[src/rtl/alu_arb_pkg.sv]
// rtl/alu_arb_pkg.sv - shared state encoding, requester IDs and hold bounds for alu_arbiter
package alu_arb_pkg;

  typedef enum logic [1:0] {
    IDLE = 2'd0,
    EXEC = 2'd1,
    RESP = 2'd2
  } state_e;

  localparam logic ID_REQ0 = 1'b0;
  localparam logic ID_REQ1 = 1'b1;

  localparam int HOLD_MIN = 1;
  localparam int HOLD_MAX = 15;

endpackage

[src/rtl/rr_arb2.sv]
// rtl/rr_arb2.sv - two-way round-robin grant; favours the requester not granted last
module rr_arb2
  import alu_arb_pkg::*;
(
  input  logic       valid0,
  input  logic       valid1,
  input  logic       last_grant,
  output logic [1:0] grant
);

  always_comb begin
    grant    = 2'b00;
    grant[0] = valid0 && (!valid1 || (last_grant == ID_REQ1));
    grant[1] = valid1 && (!valid0 || (last_grant == ID_REQ0));
  end

endmodule

[src/rtl/alu_arbiter.sv]
// rtl/alu_arbiter.sv - shares one combinational ALU between two requesters
// with a hold window before result capture and a ready/valid response port.
module alu_arbiter
  import alu_arb_pkg::*;
#(
  parameter int HOLD_CYCLES = 1
) (
  input  logic        clk_lcd,
  input  logic        resetn,
  input  logic        req0_valid,
  output logic        req0_ready,
  input  logic [11:0] req0_control,
  input  logic [31:0] req0_src1,
  input  logic [31:0] req0_src2,
  input  logic        req1_valid,
  output logic        req1_ready,
  input  logic [11:0] req1_control,
  input  logic [31:0] req1_src1,
  input  logic [31:0] req1_src2,
  output logic [11:0] alu_control,
  output logic [31:0] alu_src1,
  output logic [31:0] alu_src2,
  input  logic [31:0] alu_result,
  output logic        rsp_valid,
  input  logic        rsp_ready,
  output logic        rsp_id,
  output logic [31:0] rsp_result,
  output logic        busy,
  output logic [15:0] op_count
);

  if (HOLD_CYCLES < HOLD_MIN || HOLD_CYCLES > HOLD_MAX) begin : g_hold_range
    $error("alu_arbiter: HOLD_CYCLES out of range 1..15");
  end

  localparam logic [3:0] HOLD_LOAD = 4'(HOLD_CYCLES - 1);

  state_e     state_q;
  state_e     state_d;
  logic       last_grant;
  logic [3:0] hold_cnt;
  logic [1:0] grant;
  logic       accept;

  rr_arb2 u_rr_arb2 (
    .valid0     (req0_valid),
    .valid1     (req1_valid),
    .last_grant (last_grant),
    .grant      (grant)
  );

  // Grants only reach the requesters from IDLE and never while reset is held.
  always_comb begin
    req0_ready = 1'b0;
    req1_ready = 1'b0;
    if (state_q == IDLE && resetn) begin
      req0_ready = grant[0];
      req1_ready = grant[1];
    end
    accept = req0_ready || req1_ready;
  end

  always_comb begin
    state_d = state_q;
    case (state_q)
      IDLE:    if (accept) state_d = EXEC;
      EXEC:    if (hold_cnt == 4'd0) state_d = RESP;
      RESP:    if (rsp_ready) state_d = IDLE;
      default: state_d = IDLE;
    endcase
  end

  assign rsp_valid = (state_q == RESP);
  assign busy      = (state_q != IDLE);

  always_ff @(posedge clk_lcd) begin
    if (!resetn) begin
      state_q     <= IDLE;
      last_grant  <= ID_REQ1;
      hold_cnt    <= 4'd0;
      alu_control <= 12'd0;
      alu_src1    <= 32'd0;
      alu_src2    <= 32'd0;
      rsp_id      <= ID_REQ0;
      rsp_result  <= 32'd0;
      op_count    <= 16'd0;
    end else begin
      state_q <= state_d;
      if (accept) begin
        alu_control <= req1_ready ? req1_control : req0_control;
        alu_src1    <= req1_ready ? req1_src1 : req0_src1;
        alu_src2    <= req1_ready ? req1_src2 : req0_src2;
        rsp_id      <= req1_ready ? ID_REQ1 : ID_REQ0;
        last_grant  <= req1_ready ? ID_REQ1 : ID_REQ0;
        hold_cnt    <= HOLD_LOAD;
      end
      if (state_q == EXEC) begin
        if (hold_cnt == 4'd0) begin
          rsp_result <= alu_result;
        end else begin
          hold_cnt <= hold_cnt - 4'd1;
        end
      end
      if (state_q == RESP && rsp_ready) begin
        op_count <= op_count + 16'd1;
      end
    end
  end

endmodule

[config.mk]
export PLATFORM = sky130hd
export DESIGN_NAME = alu_arbiter
export DESIGN_NICKNAME = d
export VERILOG_FILES = /design/src/rtl/alu_arb_pkg.sv /design/src/rtl/rr_arb2.sv /design/src/rtl/alu_arbiter.sv
export SDC_FILE = /design/constraint.sdc
export NUM_CORES = 1
export LEC_CHECK = 0
export ABC_AREA = 1
export BUFFER_PORTS_ARGS = -buffer_cell sky130_fd_sc_hd__buf_2
export CAP_MARGIN = 20
export CORE_MARGIN = 5
export CORE_UTILIZATION = 34
export DETAILED_ROUTE_END_ITERATION = 10
export MAX_ROUTING_LAYER = met4
export PLACE_DENSITY_LB_ADDON = 0.1
export REMOVE_ABC_BUFFERS = 1
export SLEW_MARGIN = 20
export SYNTH_ARGS = -nofsm -noshare
export SYNTH_HDL_FRONTEND = slang
export SYNTH_SLANG_ARGS = --single-unit
export TNS_END_PERCENT = 20
[constraint.sdc]
create_clock -name clk_lcd -period 2.65 [get_ports clk_lcd]
set_input_delay 0.1325 -clock clk_lcd [delete_from_list [all_inputs] [get_ports clk_lcd]]
set_output_delay 0.1325 -clock clk_lcd [all_outputs]
set_load 0.005 [all_outputs]
; Word-level counts from Yosys, hierarchy flattened
; Index checks and enable logic that the tools add are counted.
[totals]
input_bits = 189
wordCells = 44
output_inout_bits = 129
regBits = 132
[op_classes]
add_sub_neg = 2
n_reduce_logical = 14
bitwise_logic = 1
n_eq_ne = 5
n_mux = 13
[op_table]
columns = cell, n
row1 = $mux W32, 2
row2 = $add A16 B1 Y16 const B, 1
row3 = $mux W12, 1
row4 = $mux W4, 3
row5 = $mux W2, 3
row6 = $pmux W2 S3, 1
row7 = $logic_and A1 B1 Y1, 4
row8 = $logic_not A4 Y1, 1
row9 = $ne A2 B1 Y1 const B, 2
row10 = $sub A4 B1 Y4 const B, 1
row11 = $logic_or A1 B1 Y1, 3
row12 = $mux W1, 3
row13 = $reduce_and A3 Y1, 1
row14 = $eq A2 B1 Y1 const B, 1
row15 = $eq A2 B2 Y1 const B, 1
row16 = $logic_not A1 Y1, 2
row17 = $logic_not A2 Y1, 1
row18 = $ne A2 B2 Y1 const B, 1
row19 = $reduce_and A2 Y1, 1
row20 = $reduce_bool A2 Y1, 1
row21 = $not A1 Y1, 1

; Longest topological paths before layout
; Gate-level depths: netlist (run 1).
[logic_depth]
word_depth = 8
depth_mapped = 10
depth_no_buf = 9

; Cells and area by module
; A second synthesis (run 1) with hierarchy kept.
[hier_totals]
hier_cells = 724
hier_area_um2 = 5363.9
[modules_own_cells]
columns = module, instances, cells_per_inst, seq_area_each_um2, area_per_inst_um2
row1 = alu_arbiter, 1, 720, 2642.5, 5336.4
row2 = rr_arb2, 1, 4, 0.0, 27.5

; Worst setup path before layout (run 1)
; Ideal clock, no wire load.
[synth_timing]
path_kind = register -> register
from = reg hold_cnt[0]
to = reg rsp_result[22]
n_path_buf = 1
setup_time_ns = 0.116
path_slack_ns = 1.152
required_time_ns = 2.534
period_less_slack_ns = 1.498
stages_incl_launch_ff = 11
arrival_ns = 1.382
path_cell_list = dfxtp_1 inv_1 ha_1 nand2_1 o21ai_2 inv_1 nor2_2 inv_2 buf_2 nor2_1 nor2_1
[synth_between]
elab_chain_cells = 2
[synth_lines]
columns = item, line
row1 = "start, declared", alu_arbiter.sv:41  ; logic [3:0] hold_cnt;
row2 = "start signal, assigned", alu_arbiter.sv:101  ; hold_cnt <= hold_cnt - 4'd1;
row3 = $logic_not A4 Y1, alu_arbiter.sv:98  ; if (hold_cnt == 4'd0) begin
row4 = $reduce_and A2 Y1 (no line), -
row5 = "end signal, assigned", alu_arbiter.sv:99  ; rsp_result <= alu_result;
row6 = "end, declared", alu_arbiter.sv:27  ; output logic [31:0] rsp_result,
; No other way between the ends.
; A chain may end at the register's enable or synchronous reset.

; Worst setup path in the final report (run 1)
[layout_timing]
from = reg state_q[0]
to = out req1_ready
[layout_between]
elab_chain_cells = 3
[layout_lines]
columns = item, line
row1 = "start, declared", alu_arbiter.sv:38  ; state_e state_q;
row2 = "start signal, assigned", alu_arbiter.sv:88  ; state_q <= state_d;
row3 = $logic_not A2 Y1, alu_arbiter.sv:56  ; if (state_q == IDLE && resetn) begin
row4 = $logic_and A1 B1 Y1, alu_arbiter.sv:56
row5 = $mux W1, alu_arbiter.sv:56
row6 = "end, declared", alu_arbiter.sv:16  ; output logic req1_ready,
; No other way between the ends.

==> results of run 1 <==
## worst reg2reg max path: stages (launching register included)
cell,delay (ns)
dfxtp_1,0.37
inv_2,0.07
nand3_4,0.09
inv_2,0.06
nand2_4,0.19
buf_4,0.53
o21ai_0,0.19
and2_1,0.18
nor2_1,0.09
## cells in the final DEF (no fill, tap or decap), types with 6 or more instances in the layout
cell type	synthesis	layout
a21oi_1	13	13
and2_1	76	76
buf_2	20	316
buf_4	4	6
clkbuf_16	0	17
dfxtp_1	132	132
dlygate4sd3_1	0	33
inv_1	25	25
inv_2	7	7
nand2_1	107	107
nand3_1	13	13
nor2_1	162	162
o21ai_0	136	136
o21ai_1	55	55
## metal layers
metal / vias to the layer above / wire length (µm) / track usage
met4: 0 / 362 / 0.0678
met5: - / 0 / -
li1: 3261 / - / -
met2: 224 / 9430 / 0.322
met1: 2701 / 8270 / 0.234
met3: 27 / 1680 / 0.0613
## state kept, by name, indices dropped and copies added, names as in the netlist
register     cells
alu_src1        32
rsp_result      32
last_grant       1
op_count        16
rsp_id           1
alu_src2        32
alu_control     12
hold_cnt         4
state_q          2
## logic make-up after synthesis
kind of cell    count (synthesis)  share of synthesized area
simple gates                  375                      0.289
xor+xnor                        4                    0.00598
fa+ha+maj                       2                    0.00427
flops                         132                      0.451
compound gates                208                      0.181
buf+inv                        85                     0.0686
## what timing repair did
| action | 4_1_cts | 5_1_grt |
|---|---|---|
| setup buffers | 0 | 0 |
| endpoints found under the setup margin | 0 | 0 |
| hold endpoints to repair | 33 | 0 |
| hold buffers | 33 | 0 |
## path summary, 6_finish.rpt
check                               to  cells past startpoint
max                         req1_ready                      5
min          alu_src1[14]$_SDFFE_PN0P_                      4
max reg2reg   alu_src1[3]$_SDFFE_PN0P_                      8
min reg2reg     hold_cnt[1]$_SDFF_PN0_                      2
## report_power, final
part           switching, µW  internal, µW  leakage, µW  total (µW)
clock                    854          1430     0.000277        2280
combinational            474           419      0.00282         893
sequential              77.8          2160      0.00108        2240
total                   1410          4010      0.00418        5410
## cell type report
class                      count  area [µm²]  share of cell area
inverter                      33         124              0.0147
sequential                   132        2640               0.313
clock buffer                  23         468              0.0555
timing repair buffer         357        2000               0.237
clock inverter                 9         104              0.0123
multi-input combinational    589        2810               0.334
tap                          225         282              0.0334
## metrics by stage
stage	total power [µW]	hold WS (ns)
floorplan	2650	0.233
global placement	3140	0.357
detailed placement	3140	0.362
CTS	5490	0.0286
global route	5690	0.0499
finish	5410	0.0557
## Yosys cell counts
cell type / instances / area share
nand2_4: 1 / 0.0019
nand3_4: 1 / 0.0030
buf_6: 5 / 0.0096
nand2_1: 107 / 0.069
clkinv_1: 1 / 0.00064
ha_1: 2 / 0.0043
xor2_1: 4 / 0.0060
nor3_1: 2 / 0.0017
clkbuf_2: 4 / 0.0034
nor2_8: 1 / 0.0034
o21ai_0: 136 / 0.12
inv_1: 25 / 0.016
nand3_2: 1 / 0.0017
and2_1: 76 / 0.081
inv_2: 7 / 0.0045
o21ai_1: 55 / 0.047
o21ai_2: 1 / 0.0015
nor2_1: 162 / 0.10
nand2_2: 1 / 0.0011
o211ai_1: 1 / 0.0013
nand4_1: 4 / 0.0043
a21oi_1: 13 / 0.011
nand3_1: 13 / 0.011
buf_2: 20 / 0.017
o21ai_4: 1 / 0.0028
nor2_2: 3 / 0.0032
clkbuf_1: 19 / 0.012
nor3b_1: 3 / 0.0038
dfxtp_1: 132 / 0.45
buf_4: 4 / 0.0051
a211oi_1: 1 / 0.0013
==> reports/qor.txt, run 1 <==
Design Area, Final -> 8430 µm²
PD cells -> 642 nW/µm²
Setup CP Type -> reg2out
setup TNS -> 0 ns
worst slew margin relative to its limit -> 0.433
cell count after synthesis -> 806
Yosys reg bits -> 132
Final Max Slew Viols -> 0
diode count -> 0
worst slew pin tran -> 0.850 ns
vias in the first global route -> 6138
core footprint -> 17100 µm²
global route overflow -> 0
final worst-path setup slack -> 0.498 ns
RR Startpoint -> state_q[1]$_SDFFE_PN0P_
CP startpoint kind -> flip-flop
die area -> 20000 µm²
Initial DRC Count -> 283
Highest Clock Rate -> 0.465 GHz
Max Cap Viol -> 0
global-route wire length before repair -> 30.9 mm
Tightest Hold Check Type -> in2reg
GRT Resource Usage Total -> 0.198
status -> complete, no violations
post_cts resized -> 0
Setup crit start -> state_q[0]$_SDFFE_PN0P_
Routed Antenna Nets -> 0
Die W -> 141 µm
largest net degree at the start of global routing -> 79
dpl cells -> 1303
Die Y -> 141 µm
CTS Sinks -> 132
DR WL/cell -> 14.4 µm
Leak Pwr -> 0.00418 µW
Non-Filler Instances -> 1368
Cell Area, Synth -> 5860 µm²
routed via count -> 6213
# nets final -> 1321
Final GP Congestion -> 0.824
drt drc -> 0
setup violators final -> 0
Clock Latency Late Sink -> 0.41 ns
Initial Utilization -> 0.342
Post-Syn Area per Cell -> 7.27 µm²
layout cells sized above 1 -> 0.323
Filler cells -> 1760
final core area utilization -> 0.492
htree depth -> 4
register clock-pin slew on the reported worst setup and hold paths -> 0.06 ns
Seq/Total Area, Yosys -> 0.451
placed cell areas -> 7530 µm²
Synth cell types -> 31
R2R Setup Slk -> 0.81 ns
Largest stage delay, worst path -> 0.62 ns
largest driver fanout on the critical path -> 78
num rows -> 48
1st-pass router iterations -> 7
worst slack, placed -> 0.766 ns
RSZ-0062 raised after global routing -> no
initial antenna violation count -> 0
slowest library cell on the worst path -> buf_4
clock buffer depth -> 2
synth warn -> 0
Top-Level Pins -> 318
delay-heaviest family, CP -> buffers and inverters
period utilisation layout -> 0.812
hpwl dp -> 13.6 mm
CTS buffer count -> 17
Data required, critical path -> 2.52 ns
input/output buffers -> 317
Hold Startpoint -> req1_src1[14]
crit end category -> primary output
fin crit period -> 2.15 ns
CP arrival -> 2.02 ns
crit-path cells -> inv_2 -> nand3_4 -> nor2_8 -> buf_4 -> buf_2
routed vias/inst -> 4.54
total wire length -> 19.7 mm
Final Skew -> 0.00604 ns
CP Buf/Inv Count -> 3
hold violation total from the final report -> 0
Peak supply drop -> 0.420 mV
CTS root buffer -> clkbuf_16
Area Overhead vs Synth -> 43.9%
CTS tree -> done
(Power assumes the default switching activity.)
==> run 2: changes to the inputs <==
==> constraint.sdc (replaced) <==
create_clock -name clk_lcd -period 2 [get_ports clk_lcd]
set_input_delay 0.1 -clock clk_lcd [delete_from_list [all_inputs] [get_ports clk_lcd]]
set_output_delay 0.1 -clock clk_lcd [all_outputs]
set_load 0.005 [all_outputs]
==> run 2 against run 1 <==
Against the previous run:
- first-iteration DRC count shrank 6.7%
- via count grew 0.56%
- clock skew grew 0.0014 ns
- critical path type unchanged
- utilization grew 1.1 points
- final cell count grew 0.66%
- sequential share of layout area shrank 0.71 points
- sequential power grew 33%
- count of clock-buffer cells in the layout shrank 5
- clock power grew 55%
==> reports/qor.txt, run 2 (synthesis results as in run 1) <==
worst slew margin relative to its limit -> 0.414 (-0.0194)
core footprint -> 17100 µm² (unchanged)
Final Skew -> 0.00746 ns (+0.00142 ns)
R2R Path End -> rsp_result[28]$_SDFFE_PN0P_
overall power -> 7720 µW (+43%)
1st-pass router iterations -> 4 (-3)
CTS buffer count -> 17 (unchanged)
gr busiest metal -> met2
critical path endpoint -> req1_ready
Max Cap Viol -> 0 (unchanged)
Data required, critical path -> 1.90 ns (-0.62 ns)
crit-path cells -> inv_2 -> nand3_4 -> nor2_8 -> buf_12 -> buf_2
Leak Pwr -> 0.00427 µW (+2.1%)
Design Area, Final -> 8620 µm² (+2.3%)
routed vias/inst -> 4.54 (about the same)
crit end category -> primary output
CP arrival -> 1.63 ns (-0.39 ns)
global route overflow -> 0 (unchanged)
final core area utilization -> 0.504 (+0.0114)
storage element area -> 2640 µm² (unchanged)
CTS root buffer -> clkbuf_16
PD cells -> 895 nW/µm² (+39%)
Multi-input gate area -> 2810 µm² (unchanged)
commonest cells after routing, fill and taps aside -> 316 x buf_2, 162 x nor2_1, 136 x o21ai_0
Final GP Congestion -> 0.835 (+1.3%)
register clock-pin slew on the reported worst setup and hold paths -> 0.06 ns (about the same)
Die W -> 141 µm (unchanged)
Initial DRC Count -> 264 (-6.7%)
global-route wire length before repair -> 31.1 mm (+0.83%)
Non-Filler Instances -> 1377 (+0.66%)
Tightest Hold Check Type -> in2reg
Initial Utilization -> 0.342 (unchanged)
Setup CP Type -> reg2out
total wire length -> 19.7 mm (-0.37%)
# nets final -> 1327 (+0.45%)
RSZ-0062 raised after global routing -> no
vias in the first global route -> 6214 (+1.2%)
dpl cells -> 1307 (+0.31%)
R2R Setup Slk -> 0.28 ns (-0.53 ns)
Hold Startpoint -> req1_src2[2]
period utilisation layout -> 0.866
delay-heaviest family, CP -> buffers and inverters
GRT Resource Usage Total -> 0.200 (+0.00193)
hold violation total from the final report -> 0 (unchanged)
RR Startpoint -> hold_cnt[0]$_SDFF_PN0_
Final Max Slew Viols -> 0 (unchanged)
Top Registers -> alu_src1 x32, alu_src2 x32, rsp_result x32
num rows -> 48 (unchanged)
Clock Latency Late Sink -> 0.41 ns (about the same)
DR WL/cell -> 14.3 µm (-1.0%)
Setup crit start -> state_q[1]$_SDFFE_PN0P_
routed via count -> 6248 (+0.56%)
grt met3 use -> 0.0610 (-0.000337)
reg2reg path depth -> 9 (+1)
fin crit period -> 1.73 ns
Crit. path cell count -> 5 (unchanged)
drt drc -> 0 (unchanged)
hpwl dp -> 13.7 mm (+1.2%)
Setup Buffers After CTS -> 0 (unchanged)
Highest Clock Rate -> 0.577 GHz
Routed Antenna Nets -> 0 (unchanged)
worst slew pin tran -> 0.880 ns (+0.0292 ns)
layout cells sized above 1 -> 0.328 (+0.00528)
met2 Usage GRT -> 0.335 (+0.0135)
status -> complete, no violations
met1 Usage GRT -> 0.230 (-0.00467)
CTS Sinks -> 132 (unchanged)
largest net degree at the start of global routing -> 93 (+18%)
htree depth -> 4 (unchanged)
CP startpoint kind -> flip-flop
CTS tree -> done
setup TNS -> 0 ns (unchanged)
die area -> 20000 µm² (unchanged)
slowest library cell on the worst path -> dfxtp_1
input/output buffers -> 317 (unchanged)
placed cell areas -> 7590 µm² (+0.90%)
Filler cells -> 1749 (-0.63%)
initial antenna violation count -> 3 (+3)
setup violators final -> 0 (unchanged)
Peak supply drop -> 0.573 mV (+36%)
largest driver fanout on the critical path -> 78 (unchanged)
Die Y -> 141 µm (unchanged)
CP Buf/Inv Count -> 3 (unchanged)
Area Overhead vs Synth -> 47.3%
most common cell after layout, fill and taps aside -> buf_2
Top-Level Pins -> 318 (unchanged)
clock buffer depth -> 2 (unchanged)
Largest stage delay, worst path -> 0.34 ns (-0.28 ns)
-- run 2: where the power goes --
group          switching, µW  leakage, µW  internal [µW]
logic                    628      0.00286            578
registers                108      0.00108           2860
clock network           1180     0.000326           2370
total                   1910      0.00427           5810
-- run 2: worst min path at each step --
stage	end	slack, ns	cells after the start
final	alu_src2[2]$_SDFFE_PN0P_	0.02	4
after CTS	alu_src1[3]$_SDFFE_PN0P_	0.0006	4
after floorplan	last_grant$_SDFFE_PN1P_	0.20	1
after detailed placement	rsp_result[3]$_SDFFE_PN0P_	0.33	3
after global routing	alu_src1[3]$_SDFFE_PN0P_	0.01	4
after global placement	rsp_result[23]$_SDFFE_PN0P_	0.32	3
-- run 2: area by class of cell --
type,instances,share of cell area
antenna,3,0.000870
clock buffer,18,0.0509
clock inverter,14,0.0270
inverter,33,0.0144
multi-input combinational,589,0.326
sequential,132,0.306
tap,225,0.0326
timing repair buffer,363,0.242
-- run 2: metal layers --
metal / vias to the layer above / routed length (µm)
met5: - / 0
met4: 0 / 348
met3: 22 / 1520
met2: 199 / 9430
met1: 2762 / 8370
li1: 3265 / -
-- run 2: worst reg2reg max path, stage by stage, from the launching register on --
cell,delay (ns)
dfxtp_1,0.31
inv_1,0.09
ha_1,0.18
nand2_1,0.07
o21ai_2,0.18
inv_1,0.13
nor2_2,0.15
inv_2,0.25
nor2_1,0.19
nor2_1,0.06
-- run 2: metrics by stage --
step | setup slack [ns] | hold slack (ns)
2_1_floorplan | -0.602 | 0.201
3_3_place_gp | 0.332 | 0.321
3_5_place_dp | 0.278 | 0.330
4_1_cts | 0.230 | 0.000577
5_1_grt | 0.0705 | 0.0126
6_report | 0.267 | 0.0206
-- run 2: what timing repair did --
item,CTS,global route
resized for setup,0,0
hold buffers,35,0
endpoints found under the hold margin,35,0
endpoints found under the setup margin,0,0
